## src/rtl/uart_pkg.sv

```systemverilog
`default_nettype none
// +----------------------------------------------------------------------+
// | uart_pkg : shared state encoding and register offsets for uart_mmio  |
// | Rev 1.0                                                              |
// +----------------------------------------------------------------------+
package uart_pkg;

   typedef enum logic [1:0] {
      IDLE  = 2'd0,
      START = 2'd1,
      DATA  = 2'd2,
      STOP  = 2'd3
   } uart_state_e;

   localparam logic [3:0] TXDATA_OFS = 4'd0;
   localparam logic [3:0] STATUS_OFS = 4'd8;

endpackage
`default_nettype wire

```

## src/rtl/uart_fifo.sv

```systemverilog
`default_nettype none
// +----------------------------------------------------------------------+
// | uart_fifo : byte-wide TX FIFO, push accepted when full if popping    |
// | Rev 1.0                                                              |
// +----------------------------------------------------------------------+
module uart_fifo #(
   parameter int DEPTH = 4
) (
   input  logic                     clk,
   input  logic                     rst,
   input  logic                     push,
   input  logic                     pop,
   input  logic [7:0]               din,
   output logic [7:0]               dout,
   output logic                     full,
   output logic                     empty,
   output logic [$clog2(DEPTH):0]   count
);

   localparam int AW = $clog2(DEPTH);
   localparam logic [AW:0] CNT_FULL = (AW+1)'(DEPTH);

   logic [7:0]    mem_q [DEPTH];
   logic [AW-1:0] wr_q;
   logic [AW-1:0] rd_q;
   logic [AW:0]   cnt_q;
   logic          w_push;
   logic          w_pop;

   assign full  = (cnt_q == CNT_FULL);
   assign empty = (cnt_q == '0);
   assign count = cnt_q;
   assign dout  = mem_q[rd_q];

   // When full, a same-cycle pop frees the head slot, which the push then reuses.
   assign w_pop  = pop && !empty;
   assign w_push = push && (!full || w_pop);

   always_ff @(posedge clk) begin
      if (w_push) begin
         mem_q[wr_q] <= din;
      end
   end

   always_ff @(posedge clk) begin
      if (rst) begin
         wr_q  <= '0;
         rd_q  <= '0;
         cnt_q <= '0;
      end else begin
         if (w_push) begin
            wr_q <= wr_q + 1'b1;
         end
         if (w_pop) begin
            rd_q <= rd_q + 1'b1;
         end
         if (w_push && !w_pop) begin
            cnt_q <= cnt_q + 1'b1;
         end else if (w_pop && !w_push) begin
            cnt_q <= cnt_q - 1'b1;
         end
      end
   end

endmodule
`default_nettype wire

```

## src/rtl/uart_mmio.sv

```systemverilog
`default_nettype none
// +----------------------------------------------------------------------+
// | uart_mmio : memory-mapped 8N1 UART transmitter with TX FIFO          |
// | Rev 1.0                                                              |
// +----------------------------------------------------------------------+
module uart_mmio
   import uart_pkg::*;
#(
   parameter int               Nbits        = 64,
   parameter logic [Nbits-1:0] BASE         = Nbits'(64'h0000_0000_0000_1000),
   parameter int               CLKS_PER_BIT = 434,
   parameter int               DEPTH        = 4
) (
   input  logic             clk,
   input  logic             rst,
   input  logic             w_enable,
   input  logic             r_enable,
   input  logic [Nbits-1:0] addr,
   input  logic [Nbits-1:0] w_data,
   output logic [Nbits-1:0] r_data,
   output logic             sel,
   output logic             tx,
   output logic             irq_empty
);

   localparam int BW = $clog2(CLKS_PER_BIT);
   localparam int CW = $clog2(DEPTH) + 1;
   localparam logic [BW-1:0] BAUD_LAST = BW'(CLKS_PER_BIT - 1);
   localparam logic [CW-1:0] CNT_FULL  = CW'(DEPTH);

   uart_state_e   state_q, state_d;
   logic [BW-1:0] baud_q, baud_d;
   logic [2:0]    bit_q, bit_d;
   logic [7:0]    shift_q, shift_d;
   logic          tx_q, tx_d;
   logic          ovf_q;

   logic [Nbits-1:0] w_offs;
   logic [3:0]       w_reg;
   logic             w_push_req;
   logic             w_stat_rd;
   logic             w_pop;
   logic             w_last;
   logic [7:0]       w_dout;
   logic             w_full;
   logic             w_empty;
   logic [CW-1:0]    w_count;
   logic             w_unused;

   assign w_unused = ^w_data[Nbits-1:8];

   // Wrapping subtraction turns addresses below BASE into large offsets.
   assign w_offs     = addr - BASE;
   assign sel        = (w_offs[Nbits-1:4] == '0);
   assign w_reg      = w_offs[3:0];
   assign w_push_req = w_enable && sel && (w_reg == TXDATA_OFS);
   assign w_stat_rd  = r_enable && sel && (w_reg == STATUS_OFS);

   assign r_data = w_stat_rd
                 ? {{(Nbits-4){1'b0}}, ovf_q, (state_q != IDLE),
                    (w_count == '0), (w_count == CNT_FULL)}
                 : '0;

   assign tx        = tx_q;
   assign irq_empty = w_empty && (state_q == IDLE);
   assign w_last    = (baud_q == BAUD_LAST);

   uart_fifo #(.DEPTH(DEPTH)) u_fifo (
      .clk   (clk),
      .rst   (rst),
      .push  (w_push_req),
      .pop   (w_pop),
      .din   (w_data[7:0]),
      .dout  (w_dout),
      .full  (w_full),
      .empty (w_empty),
      .count (w_count)
   );

   always_comb begin
      state_d = state_q;
      baud_d  = baud_q + 1'b1;
      bit_d   = bit_q;
      shift_d = shift_q;
      w_pop   = 1'b0;
      case (state_q)
         IDLE: begin
            baud_d = '0;
            bit_d  = '0;
            if (!w_empty) begin
               w_pop   = 1'b1;
               shift_d = w_dout;
               state_d = START;
            end
         end
         START: begin
            if (w_last) begin
               baud_d  = '0;
               bit_d   = '0;
               state_d = DATA;
            end
         end
         DATA: begin
            if (w_last) begin
               baud_d  = '0;
               shift_d = shift_q >> 1;
               bit_d   = bit_q + 3'd1;
               if (bit_q == 3'd7) begin
                  state_d = STOP;
               end
            end
         end
         default: begin
            if (w_last) begin
               baud_d = '0;
               if (!w_empty) begin
                  w_pop   = 1'b1;
                  shift_d = w_dout;
                  state_d = START;
               end else begin
                  state_d = IDLE;
               end
            end
         end
      endcase
   end

   // Line level is registered from the next state so it changes with the state edge.
   always_comb begin
      tx_d = 1'b1;
      case (state_d)
         START:   tx_d = 1'b0;
         DATA:    tx_d = shift_d[0];
         default: tx_d = 1'b1;
      endcase
   end

   always_ff @(posedge clk) begin
      if (rst) begin
         state_q <= IDLE;
         baud_q  <= '0;
         bit_q   <= '0;
         shift_q <= '0;
         tx_q    <= 1'b1;
         ovf_q   <= 1'b0;
      end else begin
         state_q <= state_d;
         baud_q  <= baud_d;
         bit_q   <= bit_d;
         shift_q <= shift_d;
         tx_q    <= tx_d;
         if (w_push_req && w_full && !w_pop) begin
            ovf_q <= 1'b1;
         end else if (w_stat_rd) begin
            ovf_q <= 1'b0;
         end
      end
   end

endmodule
`default_nettype wire
```

## config.mk

```make
export PLATFORM = sky130hd
export DESIGN_NAME = uart_mmio
export DESIGN_NICKNAME = d
export VERILOG_FILES = /design/src/rtl/uart_pkg.sv /design/src/rtl/uart_fifo.sv /design/src/rtl/uart_mmio.sv
export SDC_FILE = /design/constraint.sdc
export NUM_CORES = 1
export LEC_CHECK = 0
export ABC_AREA = 1
export CAP_MARGIN = 20
export CELL_PAD_IN_SITES_DETAIL_PLACEMENT = 2
export CELL_PAD_IN_SITES_GLOBAL_PLACEMENT = 2
export CORE_UTILIZATION = 24
export CTS_CLUSTER_DIAMETER = 80
export DETAILED_ROUTE_END_ITERATION = 16
export GPL_ROUTABILITY_DRIVEN = 0
export GPL_TIMING_DRIVEN = 0
export PLACE_DENSITY = 0.91
export SYNTH_ARGS = -nofsm -noshare
export SYNTH_HDL_FRONTEND = slang
export SYNTH_SLANG_ARGS = --single-unit
```

## constraint.sdc

```tcl
create_clock -name clk -period 5.9 [get_ports clk]
set_input_delay 0.885 -clock clk [delete_from_list [all_inputs] [get_ports clk]]
set_output_delay 0.885 -clock clk [all_outputs]
set_load 0.05 [all_outputs]
```

# Word-level counts from Yosys, hierarchy flattened
# Memory sizes are Yosys's and may differ from the RTL's. A register that Yosys moved wholly into a read port is not among the register bits.
# Cells that the tools add are included.
[word_totals]
regBits = 31
ramBits = 32
latchBits = 0
romBits = 0
in_bits = 132
memories = 1
word_cells = 86
output_inout_bits = 67
[op_classes]
reduce_logical = 30
add_sub_neg = 7
mux = 27
div_mod_pow = 0
shifts = 0
n_eq_ne = 10
n_bitwise = 1
multipliers = 0
n_lt_le_gt_ge = 0
[memory_table]
columns = ["memory", "words", "width", "rd", "rd_ports_with_merged_regs", "write_ports", "line_no", "text"]
rows = [
  ["u_fifo.mem_q", 4, 8, 1, 1, 1, "uart_fifo.sv:23", "logic [7:0] mem_q [DEPTH];"],
]
[ops]
columns = ["cell", "count"]
rows = [
  ["$sub A64 B13 Y64 const B", 1],
  ["$logic_not A60 Y1", 1],
  ["$mux W8", 3],
  ["$pmux W8 S3", 1],
  ["$mux W2", 7],
  ["$mux W3", 4],
  ["$logic_and A1 B1 Y1", 11],
  ["$add A9 B1 Y9 const B", 1],
  ["$eq A9 B9 Y1 const B", 1],
  ["$pmux W3 S3", 1],
  ["$reduce_bool A2 Y1", 4],
  ["$mux W1", 7],
  ["$add A3 B1 Y3 const B", 2],
  ["$eq A3 B3 Y1 const B", 2],
  ["$pmux W2 S3", 1],
  ["$reduce_and A3 Y1", 2],
  ["$logic_not A1 Y1", 5],
  ["$add A2 B1 Y2 const B", 2],
  ["$eq A2 B1 Y1 const B", 2],
  ["$eq A2 B2 Y1 const B", 2],
  ["$eq A4 B4 Y1 const B", 1],
  ["$logic_not A4 Y1", 1],
  ["$mux W4", 1],
  ["$ne A2 B2 Y1 const B", 2],
  ["other kinds (9)", 10],
]

# Logic depth before layout (Yosys ltp)
# Gate-level depths: netlist of run 1.
[logic_depth]
ltp_word = 11
mapped_depth = 23
depth_no_buf = 23

# By module
# From an unflattened synthesis of run 1, not the netlist that was laid out.
[unflattened]
hier_cells = 757
hier_area_um2 = 4983.5
[by_module_without_submodules]
columns = ["mod", "instances", "area_each_um2", "cells_each", "seq_area_each_um2"]
rows = [
  ["uart_mmio", 1, 3280.6, 609, 480.5],
  ["uart_fifo", 1, 1702.9, 148, 1141.1],
]

# Worst setup path after synthesis of run 1
# No wires, ideal clock.
[synth_timing]
path_type = "input-to-output"
start = "input addr[20]"
end = "output r_data[0]"
path_slack_ns = 1.884
stages = 13
n_path_buf = 0
arrival_ns = 3.131
required_ns = 5.015
path_cell_list = "nor2_2 > nand2_1 > nor2_2 > nand2_2 > o21ai_2 > nand2_1 > nor2_1 > nand2_1 > nor2_2 > nand2_2 > nor2_4 > nand2_1 > nor2_1"
[synth_between]
elab_chain_cells = 5
[synth_rtl]
columns = ["element", "line_no", "text"]
rows = [
  ["from (decl)", "uart_mmio.sv:18", "input logic [Nbits-1:0] addr,"],
  ["$sub A64 B13 Y64", "uart_mmio.sv:53", "assign w_offs = addr - BASE;"],
  ["$logic_not A60 Y1", "uart_mmio.sv:54", "assign sel = (w_offs[Nbits-1:4] == '0);"],
  ["via sel", "uart_mmio.sv:21", "output logic sel,"],
  ["$logic_and A1 B1 Y1 (2 in a row)", "uart_mmio.sv:57", "assign w_stat_rd = r_enable && sel && (w_reg == STATUS_OFS);"],
  ["$mux W4", "uart_mmio.sv:60", "? {{(Nbits-4){1'b0}}, ovf_q, (state_q != IDLE),"],
  ["to (decl)", "uart_mmio.sv:20", "output logic [Nbits-1:0] r_data,"],
]
# The timed path passes the listed nets, and every way through them passes these cells.

# Worst setup path after layout of run 1
[layout_timing]
start = "input addr[17]"
end = "output r_data[0]"
[layout_between]
elab_chain_cells = 5
[layout_rtl]
columns = ["element", "line_no"]
rows = [
  ["$sub A64 B13 Y64", "uart_mmio.sv:53"],
  ["$logic_not A60 Y1", "uart_mmio.sv:54"],
  ["$logic_and A1 B1 Y1 (2 in a row)", "uart_mmio.sv:57"],
  ["$mux W4", "uart_mmio.sv:60"],
]
# No other way between the ends.

==> results of run 1 <==
==> worst register-to-register path, stage by stage, from the launching register on <==
cell     delay [ps]
dfxtp_1         380
ha_1            180
nand2_1          60
nor3_1          140
nand2_1         140
inv_1           130
nand2_1         100
o21ai_1         630
nor2_1          140
inv_1           160
nand3_4         130
inv_1           100
ha_1            150
inv_1            80
fa_1            400
a21oi_1         180
o21ai_0         140
o21ai_0         180
a21oi_1          60
==> placed cells by master (no fill, tap or decap), types with 3 or more instances in the layout <==
master	synthesis	final
nand2_1	250	250
nor2_1	193	193
clkdlybuf4s50_1	0	82
inv_1	81	81
buf_4	60	60
conb_1	1	60
o21ai_0	33	33
dfxtp_1	33	33
edfxtp_1	32	32
nand3_1	26	26
a21oi_1	24	24
nor2_2	17	17
nor3_1	11	11
o22ai_1	11	11
nand2_2	10	10
clkbuf_1	5	10
nor2_4	9	9
ha_1	9	9
clkbuf_16	0	9
nand4_1	6	6
inv_2	4	4
o21ai_1	4	4
nand3_2	3	3
a31oi_1	3	3
nor3b_1	3	3
==> cells by family (layout without fill, tap and decap cells) <==
family,Yosys count,after routing,share of synthesized area [%]
flip-flops,65,65,30.6
XOR/XNOR,2,2,0.331
buffers and inverters,151,249,14.9
AND/OR/NAND/NOR,536,536,43.1
AO/OA/AOI/OAI,82,82,8.48
other,1,60,0.0708
adder cells (fa/ha/maj),10,10,2.50
==> per-layer routing <==
layer / track usage, % / wire length [um]
met1: 22.0 / 8700
met2: 33.8 / 10400
met3: 1.73 / 458
met4: 4.05 / 240
met5: 0 / 0
==> final cells by class <==
class	count	area [um^2]	area share (%)
Multi-Input combinational cell	690	3110	44.7
Sequential cell	65	1620	23.3
Timing Repair Buffer	82	821	11.8
Buffer	65	469	6.74
Tap cell	275	344	4.95
Inverter	86	323	4.64
Clock buffer	16	272	3.90
==> through the flow <==
| step | power (W) | hold slack (ps) | area, um^2 |
|---|---|---|---|
| final | 0.00175 | 468 | 6960 |
| after global routing | 0.00185 | 491 | 6960 |
| after CTS | 0.00176 | 471 | 6960 |
| after detailed placement | 0.00125 | 457 | 6690 |
| after global placement | 0.00122 | 448 | 6690 |
| after floorplan | 0.00102 | 434 | 5520 |
==> power by group <==
| part | internal, W | total [W] | switching (W) |
|---|---|---|---|
| combinational | 0.000219 | 0.000693 | 0.000474 |
| sequential | 0.000529 | 0.000568 | 0.0000395 |
| clock | 0.000308 | 0.000489 | 0.000181 |
==> path summary, 6_finish.rpt <==
kind,from,to,slack [ps]
hold / removal,ovf_q,ovf_q,470
hold reg to reg,ovf_q,ovf_q,470
setup reg to reg,baud_q[0],u_fifo.count[2],2300
setup / recovery,addr[17],r_data[0],520
==> registers in the layout, summed over array words and instances, names as in the netlist, named ones only <==
name,cells
shift_q,8
ovf_q,1
u_fifo.mem_q,32
bit_q,3
u_fifo.wr_q,2
baud_q,9
state_q,2
u_fifo.rd_q,2
u_fifo.count,3
tx,1
==> out/results.txt, run 1 <==
status: finished clean
peak supply drop: 159 uV
First-pass DRT Iterations: 6
TritonCTS clock tree: built
Seq/Total Area, Yosys: 30.6%
final setup fails: 0
Mapped Cells: 847
unrepaired setup endpoints after global routing: false
CTS resizes: 0
antenna cells: 0
Critical Path AT: 4490 ps
Final #Nets: 1141
vias in the first global route: 6114
gr usage total: 18.0%
WL final: 19800 um
crit path time final: 5380 ps
Synth Register Bits: 65
placed cell count: 1263
Least-Margin Pin Slew: 860 ps
post-CTS setup buffers: 0
Post-synth top cells: 250 x nand2_1, 193 x nor2_1, 81 x inv_1
Max FO, Critical Path: 5
Slew headroom: 42.4%
later-pin clock latency in the skew report: 340 ps
Hold Crit Depth: 2
DR vias: 5762
# IOs: 199
most used cell, CP: nand2_1
final std cells w/o fill: 1279
CP Launch Type: primary input
Max Cap Viol: 0
Die Wd: 151 um
Area growth, synth to finish: 31.3%
htree depth: 3
WP data required: 5020 ps
maximum clock frequency: 186 MHz
top cell type's share of synthesized area: 18.1%
pre-CTS setup slack: 507 ps
first-pass GRT wire length: 31400 um
Setup TNS Final: 0 ps
post-synth top area cell: edfxtp_1
clock tree sinks: 65
Post-synth top flop: dfxtp_1
library cells used by synthesis: 40
Avg Cell Area, Syn: 6.26 um^2
r2r worst-path depth: 18
Max Clock Skew: 11.0 ps
CP endpoint kind: primary output
EDFF count, synth: 32
largest net degree at the start of global routing: 11
post-synthesis cell area: 5300 um^2
ys async rst share: 0%
slowest cell on the critical path: clkdlybuf4s50_1
Die Y: 151 um
initial antenna violation count: 0
Final Max Slew Viols: 0
hold buffer count at CTS: 0
CP Cell Sequence: clkdlybuf4s50_1, nor2_2, nand2_1, nor2_2, nand2_1, o21ai_1, nand3_1, nor2_1, nand2_1, nor2_1, nand2_2, nor2_4, nand2_1, nor2_1, clkdlybuf4s50_1
Setup CP Type: primary input to primary output
Fin. Hold Viols: 0
WP buf/inv: 2
share of layout cells above drive strength 1: 12.1%
Leak: 3.01 nW
instance count on the critical path: 15
Root Buffer: clkbuf_16
Final HPWL DP: 17000 um
Iteration-0 DRC Markers: 186
clk slew on worst S/H paths: 50 ps
maximum buffer depth of the clock tree: 2
most common cell in the netlist: nand2_1
starting density of the core: 24.8%
Worst path top cell family by delay: simple AND/OR/NAND/NOR gates
Num CTS Buffers: 9
# rows: 53
Antenna Nets Post-Route: 0
fin worst setup slack: 522 ps
grt total ovfl: 0
CP max stage delay: 830 ps
final worst-path cycle share: 91.2%
drc violations: 0
Layout Utilization: 32.6%
pwr dens: 251 nW/um^2
DIE AREA: 22700 um^2
Fillers: 2646
drt wl/cell: 15.4 um
I/O Buffers: 82
Area contributors post-synth: edfxtp_1 18%, nand2_1 18%, nor2_1 14%
core area: 21400 um^2
Ys Warns: 0
worst min-delay path category: flip-flop to flip-flop
vias per cell: 4.51
Power figures use the tool's default switching activity.
==> run 2, diff against run 1 <==
--- a/config.mk
+++ b/config.mk
@@ -9,6 +9,7 @@
 export CAP_MARGIN = 20
 export CELL_PAD_IN_SITES_DETAIL_PLACEMENT = 2
 export CELL_PAD_IN_SITES_GLOBAL_PLACEMENT = 2
+export CORE_MARGIN = 2
 export CORE_UTILIZATION = 24
 export CTS_CLUSTER_DIAMETER = 80
 export DETAILED_ROUTE_END_ITERATION = 16
==> constraint.sdc (replaced) <==
create_clock -name clk -period 5.9 [get_ports clk]
set_input_delay 1.18 -clock clk [delete_from_list [all_inputs] [get_ports clk]]
set_output_delay 1.18 -clock clk [all_outputs]
set_load 0.05 [all_outputs]
==> run 2 against run 1 <==
- maximum frequency is 2.4% lower
- die area is 2.7% higher
- highest routed layer unchanged
- critical path depth is 2 lower
- clock skew is 1.4 ps lower
- clock power is 4.3% higher
- combinational power is 1% higher
- first-iteration DRC count is 20% higher
- wire length is 6.3% higher
- global-route usage hardly changed
==> out/results.txt, run 2 (same netlist as run 1, synthesis figures left out) <==
CTS resizes: 0 (unchanged)
final worst-path cycle share: 93.4% (+2.2 points)
pre-CTS setup slack: 42.1 ps (-465 ps)
vias per cell: 4.53 (+0.49%)
Hold Crit Depth: 2 (unchanged)
CP Cell Sequence: clkdlybuf4s50_1, nor2_2, nand2_1, nor2_2, nand2_1, o21ai_1, nand3_1, nor2_1, nand2_1, nor2_1, nand2_2, nor2_4, clkdlybuf4s50_1
largest net degree at the start of global routing: 12 (+1)
starting density of the core: 24.4% (-0.46 points)
TritonCTS clock tree: built
gr usage total: 18.0% (-0.022 points)
FF+latch area: 1620 um^2 (unchanged)
pwr dens: 255 nW/um^2 (+1.5%)
HP Start: ovf_q
WL final: 21000 um (+6.3%)
first-pass GRT wire length: 33400 um (+6.3%)
Multi-input gate area: 3110 um^2 (unchanged)
final setup fails: 0 (unchanged)
core area: 21800 um^2 (+1.9%)
r2r worst-path depth: 18 (unchanged)
Root Buffer: clkbuf_16
unrepaired setup endpoints after global routing: false
# IOs: 199 (unchanged)
peak supply drop: 143 uV (-9.9%)
share of layout cells above drive strength 1: 12.5% (+0.50 points)
post-CTS setup buffers: 0 (unchanged)
most frequent cells in the layout: 250 x nand2_1, 193 x nor2_1, 81 x inv_1, 78 x clkdlybuf4s50_1
Num CTS Buffers: 9 (unchanged)
Fillers: 2711 (+2.5%)
hold buffer count at CTS: 0 (unchanged)
WP data required: 4720 ps (-300 ps)
First-pass DRT Iterations: 4 (-2)
fin worst setup slack: 390 ps (-131 ps)
Leak: 3.09 nW (+2.7%)
htree depth: 3 (unchanged)
Final Max Slew Viols: 0 (unchanged)
status: finished clean
Die Wd: 153 um (+1.3%)
initial antenna violation count: 0 (unchanged)
Hold EP: ovf_q
DR vias: 5813 (+0.89%)
later-pin clock latency in the skew report: 340 ps (about the same)
Setup CP Type: primary input to primary output
clock tree sinks: 65 (unchanged)
clk slew on worst S/H paths: 50 ps (about the same)
slowest cell on the critical path: clkdlybuf4s50_1
Least-Margin Pin Slew: 913 ps (+53.0 ps)
Die Y: 153 um (+1.3%)
flop-to-flop setup slack: 2420 ps (+120 ps)
crit path time final: 5510 ps (+131 ps)
Max Cap Viol: 0 (unchanged)
Final #Nets: 1141 (unchanged)
maximum clock frequency: 181 MHz (-2.4%)
Setup TNS Final: 0 ps (unchanged)
# rows: 54 (+1.9%)
CP max stage delay: 840 ps (about the same)
Final HPWL DP: 17300 um (+1.9%)
Layout Utilization: 32.1% (-0.48 points)
drt wl/cell: 16.4 um (+5.9%)
Antenna Nets Post-Route: 0 (unchanged)
Top Registers: u_fifo.mem_q: 32 flops, baud_q: 9 flops, shift_q: 8 flops
antenna cells: 0 (unchanged)
Slew headroom: 38.9% (-3.5 points)
final std cells w/o fill: 1284 (+0.39%)
Max Clock Skew: 9.64 ps (-1.38 ps)
most common cell after layout, fill and taps aside: nand2_1
Fin. Hold Viols: 0 (unchanged)
Critical Path AT: 4330 ps (-160 ps)
total power: 0.00178 W (+1.9%)
vias in the first global route: 6328 (+3.5%)
CP Launch Type: primary input
Iteration-0 DRC Markers: 223 (+20%)
Max FO, Critical Path: 4 (-1)
maximum buffer depth of the clock tree: 2 (unchanged)
Largest register FFs: 32 (unchanged)
DIE AREA: 23300 um^2 (+2.7%)
Reg2Reg Launch Point: baud_q[0]
grt total ovfl: 0 (unchanged)
most used cell, CP: nand2_1
CP endpoint kind: primary output
Area growth, synth to finish: 31.8%
placed cell count: 1268 (+0.40%)
Largest Register: u_fifo.mem_q
RR Endpoint: u_fifo.count[2]
I/O Buffers: 82 (unchanged)
worst min-delay path category: flip-flop to flip-flop
drc violations: 0 (unchanged)
## run 2: changes by cell type in the layout (fill, tap and decap cells not counted)
cell,before,now
clkdlybuf4s50_1,82,78
clkinv_2,0,3
clkbuf_1,10,5
clkinvlp_4,0,2
dlymetal6s2s_1,0,4
## run 2: per-stage QoR
stage | hold WS (ps) | area (um^2)
floorplan | 434 | 5520
global placement | 452 | 6690
detailed placement | 459 | 6690
CTS | 473 | 6970
global route | 498 | 6980
finish | 465 | 6980
## run 2: worst max path at each step
| stage | start | end | slack [ps] | depth (start not counted) |
|---|---|---|---|---|
| after floorplan | addr[20] | r_data[0] | 1290 | 13 |
| after global placement | addr[17] | r_data[3] | 60 | 15 |
| after detailed placement | addr[17] | r_data[0] | 40 | 15 |
| after CTS | addr[17] | r_data[0] | 40 | 15 |
| after global routing | addr[16] | sel | 100 | 15 |
| final | addr[17] | sel | 390 | 13 |
## run 2: power breakdown
group	switching, W	total [W]	internal [W]	leakage (nW)
sequential	0.0000426	0.000571	0.000528	0.557
clock	0.000205	0.000510	0.000305	0.137
combinational	0.000485	0.000703	0.000218	2.39
## run 2: layout make-up
type / instances / share of cell area, %
Multi-Input combinational cell: 690 / 44.5
Sequential cell: 65 / 23.2
Timing Repair Buffer: 82 / 11.9
Buffer: 65 / 6.72
Tap cell: 280 / 5.02
Inverter: 86 / 4.62
Clock buffer: 11 / 3.62
Clock inverter: 5 / 0.430
## run 2: critical path, delay by kind of cell
| family | cells | cell delay, ps |
|---|---|---|
| AO/OA/AOI/OAI | 1 | 340 |
| buffers and inverters | 2 | 1370 |
| AND/OR/NAND/NOR | 10 | 1430 |
## run 2: per-layer routing
metal	share of wire, %	global-route usage [%]	up-vias	routed length [um]
met3	3.9	1.91	14	812
li1	-	-	2863	-
met2	53	34.4	109	11200
met4	1.2	4.01	0	247
met5	0	0	-	0
met1	42	21.6	2827	8720
==> run 3, diff against run 2 <==
--- a/config.mk
+++ b/config.mk
@@ -16,6 +16,7 @@
 export GPL_ROUTABILITY_DRIVEN = 0
 export GPL_TIMING_DRIVEN = 0
 export PLACE_DENSITY = 0.91
+export SLEW_MARGIN = 20
 export SYNTH_ARGS = -nofsm -noshare
 export SYNTH_HDL_FRONTEND = slang
 export SYNTH_SLANG_ARGS = --single-unit
==> results of run 3 <==
Final layout, timing and power as in run 2 (identical DEF).
